==> src/rtl/wbuhexline_if.sv <==
// Token-in / byte-out handshake bundle for wbuhexline.
// slave: the line formatter itself; master: the side that feeds tokens and sinks bytes.
interface wbuhexline_if;
  logic       i_stb;
  logic [6:0] i_nl_hexbits;
  logic       o_busy;
  logic       o_stb;
  logic [7:0] o_char;
  logic       i_tx_busy;

  modport slave (
    input  i_stb,
    input  i_nl_hexbits,
    input  i_tx_busy,
    output o_busy,
    output o_stb,
    output o_char
  );

  modport master (
    output i_stb,
    output i_nl_hexbits,
    output i_tx_busy,
    input  o_busy,
    input  o_stb,
    input  o_char
  );
endinterface

==> src/rtl/wbuhexline.sv <==
// Converts 7-bit {newline, hex} tokens to printable ASCII with line-length wrapping.
// Define WBUHEXLINE_CRLF_EN to emit every line break as CR LF instead of LF.
//
// state   | meaning
// IDLE    | waiting for a token, o_stb=0, o_busy=0
// SEND    | presenting a single byte (printable or LF)
// WRAP    | presenting the LF inserted ahead of an overlong line's next char
// PEND    | presenting the char that forced the wrap
// SEND_CR | CR of an explicit line break (CRLF build only)
// WRAP_CR | CR of an inserted line break (CRLF build only)
module wbuhexline #(
  parameter int LINELEN = 80
) (
  input logic        i_clk,
  input logic        i_areset_n,
  wbuhexline_if.slave bus
);

  localparam logic [7:0] LINE_MAX = 8'(LINELEN);
  localparam logic [7:0] CH_LF    = 8'h0A;
`ifdef WBUHEXLINE_CRLF_EN
  localparam logic [7:0] CH_CR    = 8'h0D;
`endif

  typedef enum logic [2:0] {
    IDLE,
    SEND,
    WRAP,
    PEND
`ifdef WBUHEXLINE_CRLF_EN
    ,
    SEND_CR,
    WRAP_CR
`endif
  } state_t;

  state_t     state_q, state_d;
  logic [7:0] char_q, char_d;
  logic [7:0] pend_q, pend_d;
  logic [7:0] col_q, col_d;
  logic       stb_q, stb_d;
  logic       busy_q, busy_d;

  logic       xfer;
  logic [7:0] col_inc;
  logic [7:0] hex_ch;

  function automatic logic [7:0] hex_char(input logic [5:0] v);
    logic [7:0] v8;
    v8 = {2'b00, v};
    if (v < 6'd10)      return 8'h30 + v8;
    else if (v < 6'd36) return 8'h41 + v8 - 8'd10;
    else if (v < 6'd62) return 8'h61 + v8 - 8'd36;
    else if (v == 6'd62) return 8'h40;
    else                return 8'h25;
  endfunction

  assign xfer    = stb_q && !bus.i_tx_busy;
  assign col_inc = (col_q < LINE_MAX) ? col_q + 8'd1 : col_q;
  assign hex_ch  = hex_char(bus.i_nl_hexbits[5:0]);

  assign bus.o_stb  = stb_q;
  assign bus.o_busy = busy_q;
  assign bus.o_char = char_q;

  always_comb begin
    state_d = state_q;
    char_d  = char_q;
    pend_d  = pend_q;
    col_d   = col_q;
    case (state_q)
      IDLE: begin
        if (bus.i_stb) begin
          if (bus.i_nl_hexbits[6]) begin
            // A newline at column 0 would only produce an empty line
            if (col_q != 8'd0) begin
`ifdef WBUHEXLINE_CRLF_EN
              state_d = SEND_CR;
              char_d  = CH_CR;
`else
              state_d = SEND;
              char_d  = CH_LF;
`endif
            end
          end else if (col_q < LINE_MAX) begin
            state_d = SEND;
            char_d  = hex_ch;
          end else begin
            pend_d  = hex_ch;
`ifdef WBUHEXLINE_CRLF_EN
            state_d = WRAP_CR;
            char_d  = CH_CR;
`else
            state_d = WRAP;
            char_d  = CH_LF;
`endif
          end
        end
      end
      SEND: begin
        if (xfer) begin
          state_d = IDLE;
          // The mapping never yields 0x0A, so LF identifies a line break
          col_d   = (char_q == CH_LF) ? 8'd0 : col_inc;
        end
      end
      WRAP: begin
        if (xfer) begin
          state_d = PEND;
          char_d  = pend_q;
          col_d   = 8'd0;
        end
      end
      PEND: begin
        if (xfer) begin
          state_d = IDLE;
          col_d   = 8'd1;
        end
      end
`ifdef WBUHEXLINE_CRLF_EN
      SEND_CR: begin
        if (xfer) begin
          state_d = SEND;
          char_d  = CH_LF;
        end
      end
      WRAP_CR: begin
        if (xfer) begin
          state_d = WRAP;
          char_d  = CH_LF;
        end
      end
`endif
      default: state_d = IDLE;
    endcase
    stb_d  = (state_d != IDLE);
    busy_d = (state_d != IDLE);
  end

  always_ff @(posedge i_clk or negedge i_areset_n) begin
    if (!i_areset_n) begin
      state_q <= IDLE;
      char_q  <= 8'h00;
      pend_q  <= 8'h00;
      col_q   <= 8'd0;
      stb_q   <= 1'b0;
      busy_q  <= 1'b0;
    end else begin
      state_q <= state_d;
      char_q  <= char_d;
      pend_q  <= pend_d;
      col_q   <= col_d;
      stb_q   <= stb_d;
      busy_q  <= busy_d;
    end
  end

endmodule
==> src/flat_wrapper.sv <==
// flat-port wrapper written by rule: the top's interface ports become plain ports
module wbuhexline_flat 
#(
  parameter int LINELEN = 80
)
  (i_clk, i_areset_n, bus_i_stb, bus_i_nl_hexbits, bus_i_tx_busy, bus_o_busy, bus_o_stb, bus_o_char);
  wbuhexline_if bus_i ();
  input logic i_clk;
  input logic i_areset_n;
  input wire logic [$bits(bus_i.i_stb)-1:0] bus_i_stb;
  input wire logic [$bits(bus_i.i_nl_hexbits)-1:0] bus_i_nl_hexbits;
  input wire logic [$bits(bus_i.i_tx_busy)-1:0] bus_i_tx_busy;
  output wire logic [$bits(bus_i.o_busy)-1:0] bus_o_busy;
  output wire logic [$bits(bus_i.o_stb)-1:0] bus_o_stb;
  output wire logic [$bits(bus_i.o_char)-1:0] bus_o_char;
  assign bus_i.i_stb = bus_i_stb;
  assign bus_i.i_nl_hexbits = bus_i_nl_hexbits;
  assign bus_i.i_tx_busy = bus_i_tx_busy;
  assign bus_o_busy = bus_i.o_busy;
  assign bus_o_stb = bus_i.o_stb;
  assign bus_o_char = bus_i.o_char;
  wbuhexline #(.LINELEN(LINELEN)) u_core (.i_clk(i_clk), .i_areset_n(i_areset_n), .bus(bus_i));
endmodule
==> config.mk <==
export PLATFORM = sky130hd
export DESIGN_NAME = wbuhexline_flat
export DESIGN_NICKNAME = d
export VERILOG_FILES = /design/src/rtl/wbuhexline_if.sv /design/src/rtl/wbuhexline.sv /design/src/flat_wrapper.sv
export SDC_FILE = /design/constraint.sdc
export NUM_CORES = 1
export LEC_CHECK = 0
export CAP_MARGIN = 15
export CELL_PAD_IN_SITES_DETAIL_PLACEMENT = 1
export CELL_PAD_IN_SITES_GLOBAL_PLACEMENT = 2
export CORE_ASPECT_RATIO = 0.75
export CORE_UTILIZATION = 31
export DETAILED_ROUTE_END_ITERATION = 8
export GPL_TIMING_DRIVEN = 0
export PLACE_DENSITY = 0.84
export SLEW_MARGIN = 20
export SYNTH_ARGS = -nofsm -noshare
export SYNTH_HDL_FRONTEND = slang
export SYNTH_SLANG_ARGS = --single-unit
==> constraint.sdc <==
create_clock -name i_clk -period 1.6 [get_ports i_clk]
set_input_delay 0.48 -clock i_clk [delete_from_list [all_inputs] [get_ports i_clk]]
set_output_delay 0.48 -clock i_clk [all_outputs]
set_load 0.05 [all_outputs]
==> qor.tcl <==
set qor(status) {finished, violations left}
set qor(failing_checks) {negative setup slack}
set qor(hpwlAfterDp_um) 3780
set qor(cap_viol_max_count) 0
set qor(met3WireLength_um) 244
set qor(timing.critical_path.max_delay_family) {simple AND/OR/NAND/NOR gates}
set qor(hold_class) {in -> async}
set qor(power_density_mw_per_mm2) 716
set qor(ctsRootBufferMaster) {sky130_fd_sc_hd__clkbuf_8}
set qor(wl_per_cell_um) 18.0
set qor(tightestPinTransition_ps) 620
set qor(synth.cell_area_mm2) 0.00185
set qor(fillCellCount) 612
set qor(synth.ff_latch_count) 26
set qor(critical_path_peak_fanout) 7
set qor(final-max-slew-violation-count) 0
set qor(arrival_ps) 1940
set qor(drt-vias-per-instance) 5.44
set qor(yosysTopAreaCell) {sky130_fd_sc_hd__dfrtp_1}
set qor(async_reset_ff_share_pct) 100
set qor(p_seq_share_pct) 39.7
set qor(path_cells) {inv_1 > ha_1 > nand4_1 > a22oi_1 > or3_1 > buf_6 > buf_6 > nand2_1 > o21ai_1}
set qor(grt_first_pass_wirelength_um) 9340
set qor(p_int_mw) 1.25
set qor(synthesis.area_per_instance_um2) 8.85
set qor(postLayoutSetupSlackWorst_ps) -171
set qor(insertedDiodeCount) 0
set qor(io_buffers) 18
set qor(initial_core_util_pct) 33.3
set qor(post-synth-top-area-fraction_pct) 35.2
set qor(design_power_total_mw) 1.99
set qor(htreeDepth) 1
set qor(fin_crit_sh_pct) 111
set qor(critical_path.max_stage_delay_ps) 380
set qor(final.hold.worst_slack_ps) 210
set qor(worst_clock_skew_ps) 2.71
set qor(finish_stage_setup_viols) 21
set qor(grt_start_max_net_pins) 27
set qor(ys_warn_count) 0
set qor(grtUsageTotal_pct) 19.2
set qor(report.final.hold_viol_count) 0
set qor(clock_path_buffers) 2
set qor(numCtsBuffers) 3
set qor(r2r_end) {u_core.bus.o_char[0]$_DFFE_PN0P_}
set qor(vdd_ir_drop_max_uv) 370
set qor(clock_edge_transition_at_the_registers_on_the_reported_setup_and_hold_paths_ps) 90
set qor(netlist-cell-type-count) 55
set qor(postSynth.topFlopCell) {sky130_fd_sc_hd__dfrtp_1}
set qor(clock_power_share_pct) 19.7
set qor(fraction_of_final_layout_cells_sized_beyond_drive_strength_1_pct) 49.6
set qor(p_switching_mw) 0.741
set qor(wl_met2_um) 2700
set qor(crit_slowest_cell) {sky130_fd_sc_hd__dfrtp_1}
set qor(layout.cells.non_filler) 333
set qor(antenna_left) 0
set qor(core_mm2) 0.00555
set qor(critPathBufInv) 3
set qor(gp_routability_congestion) 0.768
set qor(nets) 278
set qor(die_height_um) 68.9
set qor(number_of_flops_mapped_to_enable_cells_by_yosys) 0
set qor(die_w_um) 91.2
set qor(worst_slew_margin_rel_pct) 58.7
set qor(routed.top_layer) {met4}
set qor(critPathRequiredTime_ps) 1760
set qor(drt-initial-drc-count) 117
set qor(num_rows) 23
set qor(setup_repair_after_global_routing_missed_its_margin) {yes}
set qor(wirelength_um) 5980
set qor(number_of_global_route_vias_before_repair) 1791
set qor(clock.fmax_ghz) 0.565
set qor(clock-sinks) 26
set qor(regArea_um2) 663
set qor(synth_sequential_area_ratio_pct) 35.2
set qor(area.growth.synth_to_final_pct) 49.9
set qor(p_comb_share_pct) 40.7
set qor(post-route-min-period_ps) 1770
set qor(first_pass_iters) 4
set qor(floorplan.io_pins) 21
set qor(clk-insertion-delay-late_ps) 270
set qor(p_sw_share_pct) 37.3
set qor(tritoncts_clock_tree) {built}
set qor(r2r-start) {u_core.col_q[0]$_DFFE_PN0P_}
set qor(multi_input_area_mm2) 0.00140
set qor(critPathKind) {reg -> reg}
set qor(grt_remaining_overflow) 0
set qor(synth.top_cells.by_area) {sky130_fd_sc_hd__dfrtp_1 35%, sky130_fd_sc_hd__ha_1 5.4%, sky130_fd_sc_hd__nor2_1 4.5%}
set qor(grt_antenna_before_repair) 0
set qor(numPlacedInstances) 303
set qor(tns_ps) -2170
set qor(via_count_of_the_routed_design) 1811
set qor(m1WireLength_um) 2940
set qor(die_area_mm2) 0.00628
set qor(holdBufCountCts) 0
set qor(route.detailed.drc) 0
set qor(worstSetupEndpointType) {register}
set qor(rrSetupSlack_ps) -170
set qor(worstSetupStartpointType) {register}
set qor(crit_top_cell) {sky130_fd_sc_hd__buf_6}
set qor(synthesis.instances) 209
set qor(timing.reg2reg.worst_path_depth) 9
set qor(place_ws_ps) -1250
set qor(static_leakage_nw) 1.15
registers in the layout, indices dropped and copies added (netlist names):
name               flops
u_core.col_q           8
u_core.bus.o_char      7
u_core.pend_q          7
u_core.state_q         3
u_core.bus.o_stb       1
stage by stage:
step / util, % / cell area [µm²]
6_report: 49.9 / 2770
5_1_grt: 49.9 / 2770
4_1_cts: 47.9 / 2660
3_5_place_dp: 40.3 / 2240
3_3_place_gp: 40.4 / 2240
2_1_floorplan: - / 1970
power groups by stage:
stage / clock (mW) / sequential [mW] / combinational [mW]
after floorplan: 0 / 0.914 / 0.314
after global placement: 0 / 0.799 / 0.633
after detailed placement: 0 / 0.802 / 0.636
after CTS: 0.405 / 0.783 / 0.754
after global routing: 0.418 / 0.798 / 0.857
final: 0.391 / 0.788 / 0.808
layout make-up:
| cell class | count | share of cell area [%] |
|---|---|---|
| tap | 75 | 3.38 |
| multi-input combinational | 164 | 50.3 |
| inverter | 8 | 1.62 |
| clock buffer | 4 | 1.62 |
| timing repair buffer | 44 | 14.7 |
| buffer | 12 | 4.42 |
| sequential | 26 | 23.9 |
what timing repair did:
action / 4_1_cts / 5_1_grt
resized for setup: 118 / 30
setup endpoints to repair: 33 / 25
buffers inserted: 21 / 4
pin swaps: 32 / 14
cloned: 1 / 0
logic make-up after synthesis:
group / count (synthesis) / synth area share [%]
compound gates: 63 / 24.4
other cells: 1 / 0.203
fa+ha+maj: 8 / 5.41
mux: 3 / 1.83
simple gates: 85 / 25.5
buf+inv: 20 / 6.02
xor+xnor: 3 / 1.42
flops: 26 / 35.2
routing by layer:
layer / vias to the layer above / global-route usage, %
li1: 855 / -
met1: 908 / 26.6
met2: 37 / 30.8
met3: 11 / 4.06
met4: 0 / 4.96
met5: - / 0
how the worst max path moves through the flow:
stage | slack, ps | to | cells past startpoint | from
floorplan | -250 | u_core.pend_q[5]$_DFFE_PN0P_ | 7 | bus_i_nl_hexbits[4]
global placement | -1200 | u_core.pend_q[5]$_DFFE_PN0P_ | 8 | bus_i_nl_hexbits[4]
detailed placement | -1250 | u_core.pend_q[5]$_DFFE_PN0P_ | 8 | bus_i_nl_hexbits[4]
CTS | -190 | u_core.bus.o_char[5]$_DFFE_PN0P_ | 8 | bus_i_nl_hexbits[1]
global route | -250 | u_core.bus.o_char[1]$_DFFE_PN0P_ | 8 | u_core.col_q[7]$_DFFE_PN0P_
finish | -170 | u_core.bus.o_char[0]$_DFFE_PN0P_ | 9 | u_core.col_q[0]$_DFFE_PN0P_
cell usage in the layout, fill, tap and decap left out, types with 3 or more instances in the layout:
cell / n
sky130_fd_sc_hd__nor2_1: 18
sky130_fd_sc_hd__buf_6: 17
sky130_fd_sc_hd__buf_4: 20
sky130_fd_sc_hd__or3_4: 3
sky130_fd_sc_hd__o211ai_1: 5
sky130_fd_sc_hd__dfrtp_1: 16
sky130_fd_sc_hd__a21oi_1: 4
sky130_fd_sc_hd__nand2_2: 4
sky130_fd_sc_hd__buf_2: 5
sky130_fd_sc_hd__o21ai_2: 3
sky130_fd_sc_hd__ha_1: 5
sky130_fd_sc_hd__a21oi_2: 4
sky130_fd_sc_hd__a22oi_1: 5
sky130_fd_sc_hd__o21ai_0: 4
sky130_fd_sc_hd__o21ai_1: 10
sky130_fd_sc_hd__nor2_2: 3
sky130_fd_sc_hd__nor2b_1: 3
sky130_fd_sc_hd__inv_1: 5
sky130_fd_sc_hd__dfrtp_2: 10
sky130_fd_sc_hd__nand2_1: 16
sky130_fd_sc_hd__clkbuf_8: 3
sky130_fd_sc_hd__nand2b_1: 5
sky130_fd_sc_hd__xnor2_1: 3
sky130_fd_sc_hd__dlygate4sd2_1: 3
sky130_fd_sc_hd__ha_4: 3
sky130_fd_sc_hd__and3_1: 4
sky130_fd_sc_hd__clkdlybuf4s15_2: 6
synth_stat cells (2+ instances only):
master	instances
sky130_fd_sc_hd__and2_1	2
sky130_fd_sc_hd__and3_1	4
sky130_fd_sc_hd__a21oi_1	9
sky130_fd_sc_hd__nand3_1	3
sky130_fd_sc_hd__a2111oi_2	2
sky130_fd_sc_hd__nor2b_1	5
sky130_fd_sc_hd__inv_1	8
sky130_fd_sc_hd__a31oi_1	3
sky130_fd_sc_hd__nand4_1	2
sky130_fd_sc_hd__xnor2_1	3
sky130_fd_sc_hd__or2_1	2
sky130_fd_sc_hd__buf_2	5
sky130_fd_sc_hd__o211ai_1	5
sky130_fd_sc_hd__dfrtp_1	26
sky130_fd_sc_hd__a22oi_1	5
sky130_fd_sc_hd__o2bb2ai_1	2
sky130_fd_sc_hd__o31a_1	2
sky130_fd_sc_hd__mux2_2	3
sky130_fd_sc_hd__a41oi_1	2
sky130_fd_sc_hd__o21ai_0	11
sky130_fd_sc_hd__nor3_1	4
sky130_fd_sc_hd__nor4b_2	2
sky130_fd_sc_hd__nand2_1	20
sky130_fd_sc_hd__nor2_1	22
sky130_fd_sc_hd__ha_1	8
sky130_fd_sc_hd__o21ai_1	7
sky130_fd_sc_hd__buf_4	4
sky130_fd_sc_hd__o21a_1	2
sky130_fd_sc_hd__buf_6	2
sky130_fd_sc_hd__nand2b_1	5
sky130_fd_sc_hd__or3_1	5
worst reg2reg max path, cell delays in order, from the launching register on:
cell	delay, ps
sky130_fd_sc_hd__dfrtp_1	380
sky130_fd_sc_hd__inv_1	70
sky130_fd_sc_hd__ha_1	200
sky130_fd_sc_hd__nand4_1	130
sky130_fd_sc_hd__a22oi_1	100
sky130_fd_sc_hd__or3_1	370
sky130_fd_sc_hd__buf_6	160
sky130_fd_sc_hd__buf_6	130
sky130_fd_sc_hd__nand2_1	60
sky130_fd_sc_hd__o21ai_1	60
Power figures use the tool's default switching activity.
